==> config.mk <==
export PLATFORM = sky130hd
export DESIGN_NAME = change_capture
export DESIGN_NICKNAME = d
export VERILOG_FILES = /design/src/rtl/change_capture_pkg.sv /design/src/rtl/sync_fifo.sv /design/src/rtl/change_capture.sv
export SDC_FILE = /design/constraint.sdc
export NUM_CORES = 1
export LEC_CHECK = 0
export ABC_AREA = 1
export BUFFER_PORTS_ARGS = -buffer_cell sky130_fd_sc_hd__buf_2
export CAP_MARGIN = 40
export CORE_ASPECT_RATIO = 0.6
export CORE_MARGIN = 5
export CORE_UTILIZATION = 45
export DETAILED_ROUTE_END_ITERATION = 16
export HOLD_SLACK_MARGIN = 0.02
export PLACE_DENSITY_LB_ADDON = 0.05
export SLEW_MARGIN = 30
export SYNTH_ARGS = -nofsm -noshare
export SYNTH_HDL_FRONTEND = slang
export SYNTH_SLANG_ARGS = --single-unit
==> constraint.sdc <==
create_clock -name clk -period 8.2 [get_ports clk]
set_input_delay 1.23 -clock clk [delete_from_list [all_inputs] [get_ports clk]]
set_output_delay 1.23 -clock clk [all_outputs]
set_load 0.01 [all_outputs]
==> src/rtl/change_capture_pkg.sv <==
// Shared constants and entry layout for the change-capture logger.
package change_capture_pkg;

  localparam int CC_DATA_W = 16;
  localparam int CC_TS_W   = 16;
  localparam int CC_DEPTH  = 8;

  typedef struct packed {
    logic [CC_TS_W-1:0]   ts;
    logic [CC_DATA_W-1:0] data;
  } cc_entry_t;

endpackage

==> src/rtl/sync_fifo.sv <==
// FWFT synchronous FIFO: a pushed word is on o_rd_dat the cycle after the push edge.
// Backpressure: pushes are ignored when full unless a pop happens on the same edge.
module sync_fifo #(
  parameter  int W     = 32,
  parameter  int DEPTH = 8,
  localparam int AW    = $clog2(DEPTH)
) (
  input  logic          clk,
  input  logic          rst_n,
  input  logic          i_push,
  input  logic [W-1:0]  i_wr_dat,
  input  logic          i_pop,
  output logic [W-1:0]  o_rd_dat,
  output logic          o_full,
  output logic          o_empty,
  output logic [AW:0]   o_count
);

  localparam logic [AW:0] L_FULL = (AW+1)'(DEPTH);

  logic [W-1:0]  r_mem [DEPTH];
  logic [AW-1:0] r_wr_ptr;
  logic [AW-1:0] r_rd_ptr;
  logic [AW:0]   r_cnt;
  logic [W-1:0]  r_last;
  logic          w_push;
  logic          w_pop;

  assign o_full  = (r_cnt == L_FULL);
  assign o_empty = (r_cnt == '0);
  assign o_count = r_cnt;
  assign w_pop   = i_pop & ~o_empty;
  assign w_push  = i_push & (~o_full | w_pop);

  // While empty the last popped word is shown, so the outputs never go X.
  assign o_rd_dat = o_empty ? r_last : r_mem[r_rd_ptr];

  always_ff @(posedge clk or negedge rst_n) begin
    if (!rst_n) begin
      r_wr_ptr <= '0;
      r_rd_ptr <= '0;
      r_cnt    <= '0;
      r_last   <= '0;
    end else begin
      if (w_push) r_wr_ptr <= r_wr_ptr + 1'b1;
      if (w_pop) begin
        r_rd_ptr <= r_rd_ptr + 1'b1;
        r_last   <= r_mem[r_rd_ptr];
      end
      if (w_push && !w_pop)      r_cnt <= r_cnt + 1'b1;
      else if (!w_push && w_pop) r_cnt <= r_cnt - 1'b1;
    end
  end

  always_ff @(posedge clk) begin
    if (w_push) r_mem[r_wr_ptr] <= i_wr_dat;
  end

endmodule

==> src/rtl/change_capture.sv <==
// Logs every change of data_in with a timestamp; entry visible one cycle after its sampling edge.
// Reader drains with out_valid/out_ready; captures arriving at a full FIFO are dropped and flagged.
module change_capture
  import change_capture_pkg::*;
#(
  parameter int DATA_W = CC_DATA_W,
  parameter int TS_W   = CC_TS_W,
  parameter int DEPTH  = CC_DEPTH
) (
  input  logic                     clk,
  input  logic                     rst,
  input  logic                     en,
  input  logic [DATA_W-1:0]        data_in,
  input  logic                     clr_ovf,
  output logic                     out_valid,
  input  logic                     out_ready,
  output logic [DATA_W-1:0]        out_data,
  output logic [TS_W-1:0]          out_ts,
  output logic [$clog2(DEPTH):0]   count,
  output logic                     overflow
);

  logic [TS_W-1:0]        r_ts;
  logic [DATA_W-1:0]      r_prev;
  logic                   r_armed;
  logic                   r_ovf;
  logic                   w_cap;
  logic                   w_pop;
  logic                   w_full;
  logic                   w_empty;
  logic                   w_drop;
  logic [TS_W+DATA_W-1:0] w_rd_dat;

  // The first enabled sample after reset is always logged, even if it equals r_prev.
  assign w_cap     = en & (~r_armed | (data_in != r_prev));
  assign w_pop     = out_ready & ~w_empty;
  assign w_drop    = w_cap & w_full & ~w_pop;
  assign out_valid = ~w_empty;
  assign overflow  = r_ovf;
  assign {out_ts, out_data} = w_rd_dat;

  sync_fifo #(
    .W     (TS_W + DATA_W),
    .DEPTH (DEPTH)
  ) u_fifo (
    .clk      (clk),
    .rst_n    (rst),
    .i_push   (w_cap),
    .i_wr_dat ({r_ts, data_in}),
    .i_pop    (w_pop),
    .o_rd_dat (w_rd_dat),
    .o_full   (w_full),
    .o_empty  (w_empty),
    .o_count  (count)
  );

  always_ff @(posedge clk or negedge rst) begin
    if (!rst) begin
      r_ts    <= '0;
      r_prev  <= '0;
      r_armed <= 1'b0;
      r_ovf   <= 1'b0;
    end else begin
      if (en) begin
        r_ts    <= r_ts + 1'b1;
        r_prev  <= data_in;
        r_armed <= 1'b1;
      end
      if (w_drop)       r_ovf <= 1'b1;
      else if (clr_ovf) r_ovf <= 1'b0;
    end
  end

endmodule

Yosys cells after proc, flatten, opt, wreduce, memory -nomap -nowiden
Memories as Yosys holds them, arrays and structs flattened.
Index checks and enable logic that the tools add are counted.
{ "word_totals": {"latch_bits": 0, "ram_bits": 256, "ff_bits": 76, "mem_count": 1, "input_bits": 21, "romBits": 0} }
{ "op_classes": {"muxes": 7, "n_reduce_logical": 7, "n_mul": 0, "bitwise_logic": 12, "n_addsub": 5, "div": 0, "n_lt_le_gt_ge": 0, "eq_ne": 2, "n_shift": 0} }
{ "mem_list": {"columns": ["name", "words", "width", "rd", "rd_ports_with_merged_regs", "wr", "line_no", "source"], "rows": [
  ["u_fifo.r_mem", 8, 32, 1, 0, 1, "sync_fifo.sv:21", "logic [W-1:0] r_mem [DEPTH];"]
]} }
{ "op_table": {"columns": ["cell", "n"], "rows": [
  ["32-bit 2-to-1 mux", 1],
  ["16-bit by 1-bit adder with 16-bit output (second input constant)", 1],
  ["16-bit inequality test", 1],
  ["4-bit 2-to-1 mux", 2],
  ["3-bit by 1-bit adder with 3-bit output (second input constant)", 2],
  ["1-bit bitwise AND", 6],
  ["4-bit by 1-bit adder with 4-bit output (second input constant)", 1],
  ["4-bit equality test (second input constant)", 1],
  ["4-bit logical NOT", 1],
  ["1-bit 2-to-1 mux", 4],
  ["1-bit NOT", 4],
  ["2-bit nonzero test", 2],
  ["4-bit by 1-bit subtractor with 4-bit output (second input constant)", 1],
  ["1-bit logical AND", 2],
  ["1-bit logical NOT", 2],
  ["1-bit OR", 2]
]} }

Longest topological paths before layout
{ "logic_depth": {"depth_word": 10, "ltp_mapped": 18, "depth_no_buf": 17} }

Cells and area by module
Synthesis repeated with hierarchy kept, for this count alone.
{ "hier_totals": {"cells_unflattened": 1518, "hier_area_um2": 14794.2} }
{ "modules_own_cells": {"columns": ["mod", "cells_per_inst", "area_each_um2", "instances"], "rows": [
  ["sync_fifo", 1295, 13031.2, 1],
  ["change_capture", 223, 1762.9, 1]
]} }

Worst setup path before layout
No wires, ideal clock.
{ "synth_path": {"path_type": "input to register", "from": "in data_in[5]", "to": "mem u_fifo.r_mem[0][0], enable pin", "t_arrival_ns": 3.260, "cell_stages": 8, "t_required_ns": 7.779, "slack_ns": 4.519, "setup_time_ns": 0.421, "path_cell_list": "o21ai_0 -> nor2_1 -> nand2_1 -> nor2_1 -> nand2_1 -> nand3_2 -> buf_6 -> nor2_1"} }
{ "synth_between": {"elab_chain_len": 6} }
{ "synth_rtl": {"columns": ["item", "line_no", "source"], "rows": [
  ["start: declaration", "change_capture.sv:13", "input logic [DATA_W-1:0] data_in,"],
  ["16-bit inequality test", "change_capture.sv:35", "assign w_cap = en & (~r_armed | (data_in != r_prev));"],
  ["1-bit OR", "change_capture.sv:35", null],
  ["1-bit bitwise AND", "change_capture.sv:35", null],
  ["1-bit bitwise AND", "sync_fifo.sv:33", "assign w_push = i_push & (~o_full | w_pop);"],
  ["1-bit 2-to-1 mux", "sync_fifo.sv:56", "if (w_push) r_mem[r_wr_ptr] <= i_wr_dat;"],
  ["1-bit 2-to-1 mux (not written as such)", "sync_fifo.sv:56", null],
  ["end: declaration", "sync_fifo.sv:21", null]
]} }
Every way passes these cells.

Worst setup path after layout
{ "layout_path": {"from": "reg u_fifo.r_rd_ptr[0]", "to": "out out_ts[0]"} }
{ "layout_between": {"elab_chain_len": 2} }
{ "layout_rtl": {"columns": ["item", "line_no", "source"], "rows": [
  ["start: declaration", "sync_fifo.sv:23", "logic [AW-1:0] r_rd_ptr;"],
  ["start signal: assignment", "sync_fifo.sv:47", "r_rd_ptr <= r_rd_ptr + 1'b1;"],
  ["memory read 8 x 32 bit", null, null],
  ["32-bit 2-to-1 mux", "sync_fifo.sv:36", "assign o_rd_dat = o_empty ? r_last : r_mem[r_rd_ptr];"],
  ["end: declaration", "change_capture.sv:18", "output logic [TS_W-1:0] out_ts,"]
]} }
Every way passes these cells.

==> impl_metrics.env <==
export IMPL_num_antenna_cells=0
export IMPL_fin_crit_sh=0.614
export IMPL_crit_start="u_fifo.r_rd_ptr[0]$_DFFE_PN0N_"
export IMPL_synth_ff_latch_count=332
export IMPL_root_buffer="clkbuf_16"
export IMPL_drc=0
export IMPL_final_common_cell="edfxtp_1"
export IMPL_place_hpwl_mm=16.2
export IMPL_syn_nets=1215
export IMPL_endpoint="out_ts[0]"
export IMPL_r2r_slack_ps=3920
export IMPL_wirelength_mm=30.7
export IMPL_grt_antenna_before_repair=0
export IMPL_postLayoutCoreUtil=0.511
export IMPL_clock_latency_ps=560
export IMPL_viasPerCell=5.15
export IMPL_rows=49
export IMPL_end_kind="output port"
export IMPL_critPathMaxFanout=65
export IMPL_grt_pass1_vias=8275
export IMPL_cts_hold_buffers=0
export IMPL_first_iter_violations=668
export IMPL_slowest_delay_ps=850
export IMPL_setup_viol=0
export IMPL_grt_ovfl_total=0
export IMPL_critical_path_startpoint_type="flip-flop"
export IMPL_finalSetupTns_ps=0
export IMPL_core_region_area_sq_um=30000
export IMPL_stdcell_count=1657
export IMPL_timing_rr_start="u_fifo.o_count[1]$_DFFE_PN0P_"
export IMPL_multi_input_area_sq_um=3630
export IMPL_seqCellArea_sq_um=9600
export IMPL_powerDensity_nw_per_um2=363
export IMPL_gp_congestion=0.732
export IMPL_ant_nets=0
export IMPL_portBuffers=58
export IMPL_fmax_mhz=199
export IMPL_worst_pin_slew_ps=844
export IMPL_finClkSkew_ps=19.4
export IMPL_layout_common_cells="edfxtp_1 (256), nor2_1 (208), o21ai_0 (203)"
export IMPL_hold_path_class="reg2reg"
export IMPL_power_uw=5560
export IMPL_cts_resized=0
export IMPL_die_area_sq_um=34100
export IMPL_start_util=0.456
export IMPL_ys_types=33
export IMPL_cp_top_family="buffers and inverters"
export IMPL_max_cap_viol_count=0
export IMPL_status="completed"
export IMPL_syn2layout_area_growth_pct=11.9
export IMPL_finalHoldViolCount=0
export IMPL_clock_sinks=332
export IMPL_cts_max_path_buffers=3
export IMPL_slew_viol_final=0
export IMPL_layout_nets=1253
export IMPL_path_cells="clkinv_2, buf_4, buf_12, o21ai_0, o211ai_1, o21ai_1, o21ai_1, buf_2"
export IMPL_synth_avg_cell_area_sq_um=11.5
export IMPL_vdd_ir_drop_max_mv=0.176
export IMPL_num_io_pins=59
export IMPL_arrival_ps=3810
export IMPL_r2r_cells=17
export IMPL_mappedNetlistArea_sq_um=13700
export IMPL_ys_warn_count=0
export IMPL_drtPass1Iterations=5
export IMPL_setup_slack_ps=3160
export IMPL_grt_pass1_wl_mm=49.2
export IMPL_critPathBufInv=4
export IMPL_num_vias=8538
export IMPL_postCtsSetupBuffers=0
export IMPL_crit_required_ps=6970
export IMPL_nFillCells=2683
export IMPL_htreeDepth=1
export IMPL_layout_drive_gt1_share=0.116
export IMPL_max_slew_margin_rel=0.438
export IMPL_wl_per_cell_um=18.5
export IMPL_grt_max_degree=83
export IMPL_r2r_end="u_fifo.o_count[3]$_DFFE_PN0P_"
export IMPL_die_y_um=145
export IMPL_ys_seq_area_frac=0.701
export IMPL_cts_buffers=30
export IMPL_clkSlewWorstSetupHoldPaths_ps=60
export IMPL_cp_depth=8
export IMPL_placedCellCount=1599
export IMPL_rsz0062_at_grt="false"
export IMPL_grtUsageTotal=0.180
export IMPL_worst_path_max_delay_cell="dfrtp_4"
export IMPL_place_ws_ps=3720
export IMPL_fp_dieW_um=235
export IMPL_crit_top_cell="o21ai_1"
export IMPL_leakagePower_uw=0.00558
export IMPL_synthCells=1187
export IMPL_cts_tree="built"
export IMPL_fin_crit_ps=5040
export IMPL_path_class="reg2out"
[cell usage after synthesis]
| library cell | count | area, sq um |
|---|---|---|
| a21oi_1 | 1 | 5.00 |
| buf_2 | 21 | 105 |
| nand4_2 | 1 | 12.5 |
| mux2_2 | 1 | 11.3 |
| inv_2 | 2 | 7.51 |
| o21ai_1 | 73 | 365 |
| nand2_2 | 1 | 6.26 |
| o21ai_0 | 203 | 1020 |
| xnor2_1 | 8 | 70.1 |
| buf_4 | 5 | 37.5 |
| nand2_1 | 156 | 586 |
| nand3_1 | 13 | 65.1 |
| nor2_1 | 216 | 811 |
| nand3b_1 | 1 | 7.51 |
| ha_1 | 6 | 75.1 |
| o211ai_1 | 32 | 240 |
| nand4_1 | 4 | 25.0 |
| clkbuf_1 | 28 | 105 |
| nand2_4 | 1 | 11.3 |
| inv_1 | 37 | 139 |
| nand3_2 | 2 | 20.0 |
| buf_1 | 2 | 7.51 |
| nor2_2 | 7 | 43.8 |
| a21o_1 | 1 | 7.51 |
| fa_1 | 1 | 20.0 |
| buf_6 | 7 | 78.8 |
| xor2_1 | 16 | 140 |
| nor3b_1 | 2 | 15.0 |
| edfxtp_1 | 256 | 7690 |
| clkbuf_2 | 5 | 25.0 |
| nor3_4 | 1 | 16.3 |
| buf_8 | 1 | 15.0 |
| dfrtp_1 | 76 | 1900 |
[registers in the layout, indices dropped and copies added, names as in the netlist]
signal and count:
r_armed 1, overflow 1, u_fifo.r_last 32, u_fifo.r_rd_ptr 3
r_ts 16, r_prev 16, u_fifo.o_count 4, u_fifo.r_wr_ptr 3
u_fifo.r_mem 256
[cell type report]
| cell class | instances | share of cell area |
|---|---|---|
| sequential | 332 | 0.627 |
| multi-input combinational | 747 | 0.237 |
| clock buffer | 39 | 0.0533 |
| tap | 408 | 0.0333 |
| timing repair buffer | 75 | 0.0291 |
| clock inverter | 17 | 0.0101 |
| inverter | 39 | 0.00965 |
[routing by layer]
| layer | GRT usage | share of wire | vias up |
|---|---|---|---|
| met1 | 0.288 | 0.52 | 4123 |
| met5 | 0 | 0 | - |
| met2 | 0.266 | 0.42 | 165 |
| met3 | 0.0277 | 0.045 | 36 |
| met4 | 0.0277 | 0.015 | 0 |
| li1 | - | - | 4214 |
[how the worst min path moves through the flow]
stage / cells after the start / startpoint / end
6_report: 2 / r_armed$_DFFE_PN0P_ / r_armed$_DFFE_PN0P_
5_1_grt: 2 / r_armed$_DFFE_PN0P_ / r_armed$_DFFE_PN0P_
4_1_cts: 2 / r_armed$_DFFE_PN0P_ / r_armed$_DFFE_PN0P_
3_5_place_dp: 2 / r_armed$_DFFE_PN0P_ / r_armed$_DFFE_PN0P_
3_3_place_gp: 2 / r_armed$_DFFE_PN0P_ / r_armed$_DFFE_PN0P_
2_1_floorplan: 2 / r_armed$_DFFE_PN0P_ / r_armed$_DFFE_PN0P_
[per-stage QoR]
stage                     instance area (sq um)  hold slack, ps
after global placement                    14300             428
after global routing                      15300             476
after CTS                                 15300             447
final                                     15300             443
after floorplan                           13700             415
after detailed placement                  14300             432
[worst register-to-register path, cell delays in order (launching register included)]
cell and delay, ps:
dfrtp_1 450, nor2_2 170, nand2_1 100, nor2_4 80, buf_4 540, inv_2 150
nand2_4 600, nand4_2 330, nand3_2 470, inv_1 100, ha_1 240, inv_1 120
ha_1 240, a21o_1 170, a21oi_1 140, xor2_1 180, nand2_1 70, nand2_1 50
[power breakdown]
part | internal (uW) | switching, uW | total [uW]
Sequential | 2160 | 245 | 2410
Clock | 794 | 606 | 1400
Combinational | 593 | 1160 | 1750
[cells by family after synthesis]
kind of cell / share of synthesized area
AO/OA/AOI/OAI: 0.119
XOR/XNOR: 0.0154
adder cells (fa/ha/maj): 0.00695
buffers and inverters: 0.0380
flip-flops: 0.701
multiplexers: 0.000823
AND/OR/NAND/NOR: 0.118
(Power assumes the default switching activity.)
